$ cat src/rtl/pair_sort_engine_if.sv
//============================================================================
// pair_sort_engine_if : input/output word streams and busy status for the
//                       pair_sort_engine coprocessor
// Revision: 1.0
//============================================================================
`default_nettype none

interface pair_sort_engine_if #(
  parameter int WIDTH = 8
);
  logic             in_valid;
  logic [WIDTH-1:0] in_data;
  logic             in_ready;
  logic             out_valid;
  logic [WIDTH-1:0] out_data;
  logic             out_ready;
  logic             busy;

  modport master (
    output in_valid, in_data, out_ready,
    input  in_ready, out_valid, out_data, busy
  );

  modport slave (
    input  in_valid, in_data, out_ready,
    output in_ready, out_valid, out_data, busy
  );
endinterface

`default_nettype wire

$ cat src/rtl/pair_sort_engine.sv
//============================================================================
// pair_sort_engine : loads DEPTH words, sorts them with an odd-even
//                    transposition network (one pass per clock), drains them
// Revision: 1.0
//============================================================================
`default_nettype none

module pair_sort_engine #(
  parameter int WIDTH   = 8,
  parameter int DEPTH   = 4,
  parameter int SIGNED  = 0,
  parameter int DESCEND = 0
) (
  input  wire logic         clk,
  input  wire logic         rst,
  pair_sort_engine_if.slave bus
);

  localparam int              CW   = (DEPTH > 1) ? $clog2(DEPTH) : 1;
  localparam logic [CW-1:0]   LAST = CW'(DEPTH - 1);
  // Flipping the sign bit turns a two's-complement compare into an unsigned one
  localparam logic [WIDTH-1:0] SIGN_FLIP = (SIGNED != 0) ? (WIDTH'(1) << (WIDTH - 1)) : '0;

  typedef enum logic [1:0] {
    LOAD  = 2'd0,
    SORT  = 2'd1,
    DRAIN = 2'd2
  } state_t;

  state_t           state;
  logic [WIDTH-1:0] mem      [DEPTH];
  logic [WIDTH-1:0] next_mem [DEPTH];
  logic [CW-1:0]    load_cnt;
  logic [CW-1:0]    drain_cnt;
  logic [CW-1:0]    pass_cnt;
  logic [DEPTH-2:0] swap;

  // Even passes pair (0,1),(2,3)...; odd passes pair (1,2),(3,4)...
  for (genvar i = 0; i < DEPTH - 1; i++) begin : g_pair
    logic [WIDTH-1:0] key_lo;
    logic [WIDTH-1:0] key_hi;
    logic             active;

    assign key_lo = mem[i]     ^ SIGN_FLIP;
    assign key_hi = mem[i + 1] ^ SIGN_FLIP;
    assign active = (pass_cnt[0] == 1'(i % 2));

    if (DESCEND != 0) begin : g_desc
      assign swap[i] = active && (key_lo < key_hi);
    end else begin : g_asc
      assign swap[i] = active && (key_lo > key_hi);
    end
  end

  for (genvar j = 0; j < DEPTH; j++) begin : g_next
    if (j == 0) begin : g_first
      assign next_mem[j] = swap[0] ? mem[1] : mem[0];
    end else if (j == DEPTH - 1) begin : g_last
      assign next_mem[j] = swap[j - 1] ? mem[j - 1] : mem[j];
    end else begin : g_mid
      assign next_mem[j] = swap[j - 1] ? mem[j - 1] :
                           swap[j]     ? mem[j + 1] : mem[j];
    end
  end

  assign bus.out_data = bus.out_valid ? mem[drain_cnt] : '0;

  always_ff @(posedge clk or posedge rst) begin
    if (rst) begin
      state         <= LOAD;
      bus.in_ready  <= 1'b1;
      bus.out_valid <= 1'b0;
      bus.busy      <= 1'b0;
      load_cnt      <= '0;
      drain_cnt     <= '0;
      pass_cnt      <= '0;
      for (int i = 0; i < DEPTH; i++) begin
        mem[i] <= '0;
      end
    end else begin
      case (state)
        LOAD: begin
          if (bus.in_valid && bus.in_ready) begin
            mem[load_cnt] <= bus.in_data;
            if (load_cnt == LAST) begin
              load_cnt     <= '0;
              pass_cnt     <= '0;
              bus.in_ready <= 1'b0;
              bus.busy     <= 1'b1;
              state        <= SORT;
            end else begin
              load_cnt <= load_cnt + 1'b1;
            end
          end
        end

        SORT: begin
          for (int i = 0; i < DEPTH; i++) begin
            mem[i] <= next_mem[i];
          end
          if (pass_cnt == LAST) begin
            pass_cnt      <= '0;
            bus.out_valid <= 1'b1;
            state         <= DRAIN;
          end else begin
            pass_cnt <= pass_cnt + 1'b1;
          end
        end

        DRAIN: begin
          if (bus.out_ready) begin
            if (drain_cnt == LAST) begin
              drain_cnt     <= '0;
              bus.out_valid <= 1'b0;
              bus.in_ready  <= 1'b1;
              bus.busy      <= 1'b0;
              state         <= LOAD;
            end else begin
              drain_cnt <= drain_cnt + 1'b1;
            end
          end
        end

        default: begin
          state         <= LOAD;
          bus.in_ready  <= 1'b1;
          bus.out_valid <= 1'b0;
          bus.busy      <= 1'b0;
        end
      endcase
    end
  end

endmodule

`default_nettype wire

$ cat src/flat_wrapper.sv
// flat-port wrapper written by rule: the top's interface ports become plain ports
module pair_sort_engine_flat 
#(
  parameter int WIDTH   = 8,
  parameter int DEPTH   = 4,
  parameter int SIGNED  = 0,
  parameter int DESCEND = 0
)
  (clk, rst, bus_in_valid, bus_in_data, bus_out_ready, bus_in_ready, bus_out_valid, bus_out_data, bus_busy);
  pair_sort_engine_if #(.WIDTH(WIDTH)) bus_i ();
  input  wire logic clk;
  input  wire logic rst;
  input wire logic [$bits(bus_i.in_valid)-1:0] bus_in_valid;
  input wire logic [$bits(bus_i.in_data)-1:0] bus_in_data;
  input wire logic [$bits(bus_i.out_ready)-1:0] bus_out_ready;
  output wire logic [$bits(bus_i.in_ready)-1:0] bus_in_ready;
  output wire logic [$bits(bus_i.out_valid)-1:0] bus_out_valid;
  output wire logic [$bits(bus_i.out_data)-1:0] bus_out_data;
  output wire logic [$bits(bus_i.busy)-1:0] bus_busy;
  assign bus_i.in_valid = bus_in_valid;
  assign bus_i.in_data = bus_in_data;
  assign bus_i.out_ready = bus_out_ready;
  assign bus_in_ready = bus_i.in_ready;
  assign bus_out_valid = bus_i.out_valid;
  assign bus_out_data = bus_i.out_data;
  assign bus_busy = bus_i.busy;
  pair_sort_engine #(.WIDTH(WIDTH), .DEPTH(DEPTH), .SIGNED(SIGNED), .DESCEND(DESCEND)) u_core (.clk(clk), .rst(rst), .bus(bus_i));
endmodule
$ cat config.mk
export PLATFORM = sky130hd
export DESIGN_NAME = pair_sort_engine_flat
export DESIGN_NICKNAME = d
export VERILOG_FILES = /design/src/rtl/pair_sort_engine_if.sv /design/src/rtl/pair_sort_engine.sv /design/src/flat_wrapper.sv
export SDC_FILE = /design/constraint.sdc
export NUM_CORES = 1
export LEC_CHECK = 0
export ABC_CLOCK_PERIOD_IN_PS = 6900
export CORE_ASPECT_RATIO = 1.2
export CORE_UTILIZATION = 35
export CTS_CLUSTER_SIZE = 30
export DETAILED_ROUTE_END_ITERATION = 7
export PLACE_DENSITY = 0.63
export SLEW_MARGIN = 40
export SYNTH_ARGS = -nofsm -noshare
export SYNTH_HDL_FRONTEND = slang
export SYNTH_SLANG_ARGS = --single-unit
$ cat constraint.sdc
create_clock -name clk -period 6.9 [get_ports clk]
set_clock_uncertainty 0.1 [all_clocks]
set_input_delay 1.38 -clock clk [delete_from_list [all_inputs] [get_ports clk]]
set_output_delay 1.38 -clock clk [all_outputs]
set_load 0.1 [all_outputs]
==> impl_metrics.csv, run 1 <==
group,metric,value,unit
yosys,avgSynthCellArea,9.57,µm²
finish,layout-drive-gt1-share,17.9,%
die,die_h,107,µm
critical_path,timing_worst_setup_path_type,"flop to output port",
detailed_routing,route.detailed.drc,0,
die,dieWidth,89.9,µm
worst_hold_path,min_path_type,"flop to flop",
die,boundaryPins,23,
run,max_cap_viol_count,0,
detailed_routing,vias,2692,
die,die-area,9660,µm²
clocking,insertion_delay,0.31,ns
clocking,ctsHoldBuffers,0,
timing,fin_tns_setup,0,ns
critical_path,cpMaxStageDelayCell,"dfrtp_1",
global_routing,grt_max_degree,44,
yosys,yosys_warnings,0,
timing,max-slew-margin-rel,53.2,%
clocking,clockRootBuffer,"clkbuf_8",
power_and_ir_drop,leakagePower,1.62,nW
clocking,cts_post_setup_buffers_inserted,0,
timing,worstMarginPinSlew,0.698,ns
critical_path,critPathMaxFanout,11,
clocking,cts-resized-gates,0,
critical_path,crit_chain,"mux4_2, and2_1, buf_2",
clocking,ctsHtreeMaxLevel,2,
global_routing,overflow,0,
placement,portBuffers,22,
yosys,synth-seq-cells,43,
yosys,synth_seq_area_share,33.2,%
finish,syn_to_final_growth,10.5,%
timing,hold_slack,0.415,ns
detailed_routing,via_per_inst,5.70,
clocking,clkSlewWorstSetupHoldPaths,0.09,ns
critical_path,required,5.42,ns
finish,multi_input_area,1960,µm²
detailed_routing,drt_first_pass_iters,4,
detailed_routing,postRouteWirelength,8700,µm
yosys,yosysTopAreaCell,"dfrtp_1",
power_and_ir_drop,ir_worst_vdd,160,µV
clocking,cts_buffers,5,
yosys,synth_top_area_share,32.4,%
die,core.rowCount,38,
yosys,yosysMostFrequentCell,"nand2_1",
yosys,async_reset_ff_share,100,%
clocking,tritoncts,"done",
timing,fin_crit_sh,51.9,%
timing,finalHoldViolations,0,
finish,fillCellCount,934,
timing,max_freq,279,MHz
yosys,yosysUniqueCellTypes,44,
yosys,syn_inst,339,
timing,report.final.slew_viol_count,0,
yosys,synth_edf_count,0,
finish,ff_latch_area,1080,µm²
timing,rsz0062_at_grt,"no",
timing,setup_viol_count_final,0,
detailed_routing,wl_per_cell,18.4,µm
global_routing,track_usage,18.9,%
global_routing,antenna_found_initial,0,
yosys,synth_area_leaders,"dfrtp_1 (32%), ha_1 (12%), mux2_2 (8.7%)",
run_status,status,"finished, final reports clean",
timing,post-route-min-period,3.58,ns
yosys,synth_area,3240,µm²
yosys,syn-num-nets,381,
critical_path,critPathCaptureType,"output port",
global_routing,grt_pass1_vias,2689,
power_and_ir_drop,power.density,500,nW/µm²
yosys,synth_top_flop_cell,"dfrtp_1",
finish,layout.nets,393,
finish,antennaDiodeCount,0,
detailed_routing,ant_nets,0,
die,initial_core_util,35.9,%
clocking,cts_max_path_buffers,2,
die,coreArea,9030,µm²
critical_path,cp-start-kind,"flop",
placement,detailed_place_hpwl,5990,µm
clocking,clkSinkCount,43,
critical_path,max_stage_delay,0.75,ns
placement,gp_congestion,0.887,
critical_path,crit_arrival,2.10,ns
detailed_routing,drtIter0Drc,168,
yosys,synth_top_cells_by_count,"nand2_1 (47), dfrtp_1 (42), ha_1 (30), inv_1 (30), mux2_2 (25)",
global_routing,grt_pass1_wl,14100,µm
[placed cells by master, fill, tap and decap left out, types with 2 or more instances in the layout]
cell / instances
and2_1: 12
a21oi_1: 8
nand3_1: 17
o22ai_1: 2
nor2b_1: 3
inv_1: 29
o31ai_1: 2
o311a_1: 8
o21ai_0: 13
buf_4: 2
a21o_1: 3
clkbuf_8: 6
nor3_1: 2
a31oi_1: 3
nor2_1: 8
dfrtp_1: 42
and4_1: 2
nand4_1: 12
mux2_2: 25
nand2_1: 47
buf_2: 11
o211ai_1: 12
ha_1: 30
nor2_2: 2
a22o_1: 3
mux4_2: 8
mux2i_1: 9
clkdlybuf4s50_1: 11
[power breakdown]
part           switching (W)  total (W)  internal (W)
Sequential          0.000153   0.000497      0.000344
Clock              0.0000953   0.000176     0.0000810
Combinational       0.000709    0.00112      0.000410
[cell families after synthesis]
logic type | after synthesis | synth area share [%]
flip-flops | 43 | 33.2
AO/OA/AOI/OAI | 63 | 14.9
buffers and inverters | 50 | 6.44
AND/OR/NAND/NOR | 111 | 16.9
adder cells (fa/ha/maj) | 30 | 11.6
multiplexers | 42 | 17.0
[layout make-up]
type                            instances  share of cell area [%]
Tap cell                              120                    4.19
Sequential cell                        43                    30.1
Inverter                               30                    3.14
Clock buffer                            7                    2.41
Multi-Input combinational cell        246                    54.7
Clock inverter                          1                   0.140
Timing Repair Buffer                   25                    5.34
[layer usage]
layer | vias up | global-route usage, % | wire (µm)
met5 | - | 0 | 0
met4 | 0 | 6.80 | 204
met3 | 16 | 3.67 | 540
met2 | 95 | 32.3 | 4290
met1 | 1330 | 23.9 | 3660
li1 | 1251 | - | -
[flip-flops by register name (all words and copies together) (netlist names)]
name / flops
u_core.drain_cnt: 2
u_core.state: 2
u_core.load_cnt: 2
u_core.bus.busy: 1
u_core.pass_cnt: 2
u_core.bus.in_ready: 1
u_core.bus.out_valid: 1
u_core.g_pair.key_hi: 24
u_core.g_pair.key_lo: 8
[through the flow]
stage / power, W / cells / util [%] / setup slack, ns / area (µm²)
detailed placement: 0.00160 / 463 / 38.5 / 3.53 / 3480
floorplan: 0.00135 / 339 / - / 3.57 / 3240
global placement: 0.00160 / 463 / 39.1 / 2.99 / 3530
global route: 0.00192 / 472 / 39.7 / 3.26 / 3580
finish: 0.00179 / 472 / 39.7 / 3.32 / 3580
CTS: 0.00178 / 471 / 39.6 / 3.32 / 3570
[worst max-delay path: cells and delay by family (launching register included)]
family                 cells  cell delay [ns]
buffers and inverters      1             0.29
multiplexers               1             0.57
AND/OR/NAND/NOR            1             0.17
flip-flops                 1             0.75
[path summary, 6_finish.rpt]
path	depth (start not counted)	slack [ns]	endpoint	start
max	3	3.32	bus_out_data[2]	u_core.drain_cnt[0]
min	1	0.42	u_core.pass_cnt[1]	u_core.pass_cnt[1]
max reg2reg	8	3.80	u_core.g_pair[0].key_hi[1]	u_core.g_pair[0].key_hi[2]
min reg2reg	1	0.42	u_core.pass_cnt[1]	u_core.pass_cnt[1]
max in group asynchronous	3	4.86	u_core.g_pair[1].key_hi[1]	rst
min in group asynchronous	3	1.42	u_core.bus.out_valid	rst
No activity file was read; power rests on OpenSTA's default activity.
==> run 2: changes to the inputs <==
--- a/config.mk
+++ b/config.mk
@@ -5,12 +5,12 @@
 export SDC_FILE = /design/constraint.sdc
 export NUM_CORES = 1
 export LEC_CHECK = 0
-export ABC_CLOCK_PERIOD_IN_PS = 6900
+export ABC_CLOCK_PERIOD_IN_PS = 3100
 export CORE_ASPECT_RATIO = 1.2
 export CORE_UTILIZATION = 35
 export CTS_CLUSTER_SIZE = 30
 export DETAILED_ROUTE_END_ITERATION = 7
-export PLACE_DENSITY = 0.63
+export PLACE_DENSITY = 0.65
 export SLEW_MARGIN = 40
 export SYNTH_ARGS = -nofsm -noshare
 export SYNTH_HDL_FRONTEND = slang
==> constraint.sdc (replaced) <==
create_clock -name clk -period 3.1 [get_ports clk]
set_clock_uncertainty 0.1 [all_clocks]
set_input_delay 0.62 -clock clk [delete_from_list [all_inputs] [get_ports clk]]
set_output_delay 0.62 -clock clk [all_outputs]
set_load 0.1 [all_outputs]
==> impl_metrics.csv, run 2 (synthesized netlist as in run 1, its figures left out) <==
group,metric,value,unit
finish,largest_reg_flops,24,
die,initial_core_util,35.9,%
worst_hold_path,hold_start,"u_core.pass_cnt[1]",
worst_hold_path,min_path_type,"flop to flop",
timing,hold_slack,0.421,ns
die,boundaryPins,23,
placement,portBuffers,22,
finish,fillCellCount,902,
detailed_routing,route.detailed.drc,0,
placement,detailed_place_hpwl,6510,µm
clocking,cts_max_path_buffers,2,
global_routing,grt_max_degree,29,
clocking,clkSlewWorstSetupHoldPaths,0.08,ns
power_and_ir_drop,ir_worst_vdd,324,µV
critical_path,required,2.38,ns
detailed_routing,via_per_inst,5.68,
finish,utilization,40.7,%
power_and_ir_drop,clockPowerShare,9.3,%
critical_path,reg2reg_depth,9,
finish,syn_to_final_growth,13.3,%
critical_path,critPathCaptureType,"output port",
run_status,status,"finished, final reports clean",
finish,antennaDiodeCount,0,
power_and_ir_drop,leakagePower,1.66,nW
clocking,cts-resized-gates,0,
clocking,clockRootBuffer,"clkbuf_8",
finish,layout.nets,402,
power_and_ir_drop,seqPwrFrac,26.8,%
timing,report.final.slew_viol_count,0,
clocking,clkSinkCount,43,
detailed_routing,drt_first_pass_iters,4,
die,die_h,107,µm
critical_path,crit_arrival,2.05,ns
die,core.rowCount,38,
timing,post-route-min-period,2.77,ns
timing,setup_viol_count_final,0,
clocking,tritoncts,"done",
critical_path,cp-start-kind,"flop",
timing,finalHoldViolations,0,
clocking,cts_post_setup_buffers_inserted,0,
clocking,cts_buffers,5,
critical_path,critPathMaxFanout,10,
detailed_routing,postRouteWirelength,9050,µm
critical_path,timing_worst_setup_path_type,"flop to output port",
power_and_ir_drop,p_int,0.00196,W
timing,rsz0062_at_grt,"no",
run,max_cap_viol_count,0,
detailed_routing,ant_nets,0,
clocking,ctsHoldBuffers,0,
critical_path,worstReg2RegStart,"u_core.g_pair[0].key_hi[1]",
critical_path,crit_path_start,"u_core.drain_cnt[1]",
clocking,insertion_delay,0.31,ns
power_and_ir_drop,power.density,1120,nW/µm²
die,die-area,9660,µm²
finish,layout-drive-gt1-share,19.7,%
timing,max_freq,361,MHz
global_routing,overflow,0,
timing,worstMarginPinSlew,0.640,ns
placement,gp_congestion,0.889,
critical_path,crit_end,"bus_out_data[4]",
detailed_routing,vias,2730,
timing,max-slew-margin-rel,57.3,%
global_routing,antenna_found_initial,0,
global_routing,grt_pass1_wl,14800,µm
global_routing,track_usage,20.3,%
timing,fin_tns_setup,0,ns
clocking,ctsHtreeMaxLevel,2,
critical_path,r2r-end,"u_core.g_pair[0].key_hi[1]",
critical_path,rrSetupSlack,0.44,ns
detailed_routing,drtIter0Drc,208,
finish,multi_input_area,1960,µm²
global_routing,grt_pass1_vias,2739,
finish,final_common_cell,"nand2_1",
power_and_ir_drop,switching_share,52.4,%
finish,ff_latch_area,1080,µm²
finish,layout_common_cells,"nand2_1 (47), dfrtp_1 (42), ha_1 (30)",
power_and_ir_drop,netSwitchingPower,0.00216,W
die,dieWidth,89.9,µm
power_and_ir_drop,combPwrFrac,64.0,%
detailed_routing,wl_per_cell,18.8,µm
die,coreArea,9030,µm²
timing,fin_crit_sh,89.4,%
-- run 2: cell count changes in the layout (fill, tap and decap cells not counted) --
cell      before  now
buf_4          2   23
nand2b_2       1    0
buf_2         11    0
buf_6          1    0
nand2b_1       1    2
-- run 2: layer usage --
metal / vias to the layer above / wire (µm) / GRT usage, %
li1: 1269 / - / -
met1: 1356 / 3780 / 24.0
met2: 86 / 4590 / 36.2
met3: 19 / 402 / 3.39
met4: 0 / 271 / 9.10
met5: - / 0 / 0
-- run 2: worst max-delay path, cell delays in order, from the launching register on --
cell	delay, ns
dfrtp_1	0.76
mux4_2	0.59
and2_1	0.17
buf_4	0.23
-- run 2: worst min-delay path by stage --
stage,depth (start not counted),end,slack (ns)
after floorplan,1,u_core.pass_cnt[1],0.37
after global placement,1,u_core.pass_cnt[1],0.39
after detailed placement,1,u_core.pass_cnt[1],0.40
after CTS,1,u_core.pass_cnt[1],0.42
after global routing,1,u_core.pass_cnt[1],0.46
final,1,u_core.pass_cnt[1],0.42
-- run 2: final cells by class --
type	instances	share of cell area (%)
Tap cell	120	4.09
Timing Repair Buffer	34	7.70
Clock buffer	7	2.35
Inverter	30	3.07
Sequential cell	43	29.3
Clock inverter	1	0.136
Multi-Input combinational cell	246	53.3
-- run 2: power by group through the flow --
| stage | registers (W) | logic [W] | clock network, W |
|---|---|---|---|
| 2_1_floorplan | 0.00100 | 0.00201 | 0 |
| 3_3_place_gp | 0.00110 | 0.00260 | 0 |
| 3_5_place_dp | 0.00112 | 0.00261 | 0 |
| 4_1_cts | 0.00110 | 0.00263 | 0.000397 |
| 5_1_grt | 0.00115 | 0.00287 | 0.000416 |
| 6_report | 0.00110 | 0.00264 | 0.000382 |
-- run 2: through the flow --
stage	cell area (µm²)	instances	setup slack, ns	total power, W
final	3670	481	0.328	0.00413
after detailed placement	3580	473	0.483	0.00373
after CTS	3670	481	0.302	0.00413
after global routing	3670	481	0.225	0.00444
after global placement	3580	473	0.505	0.00371
after floorplan	3240	339	0.531	0.00301
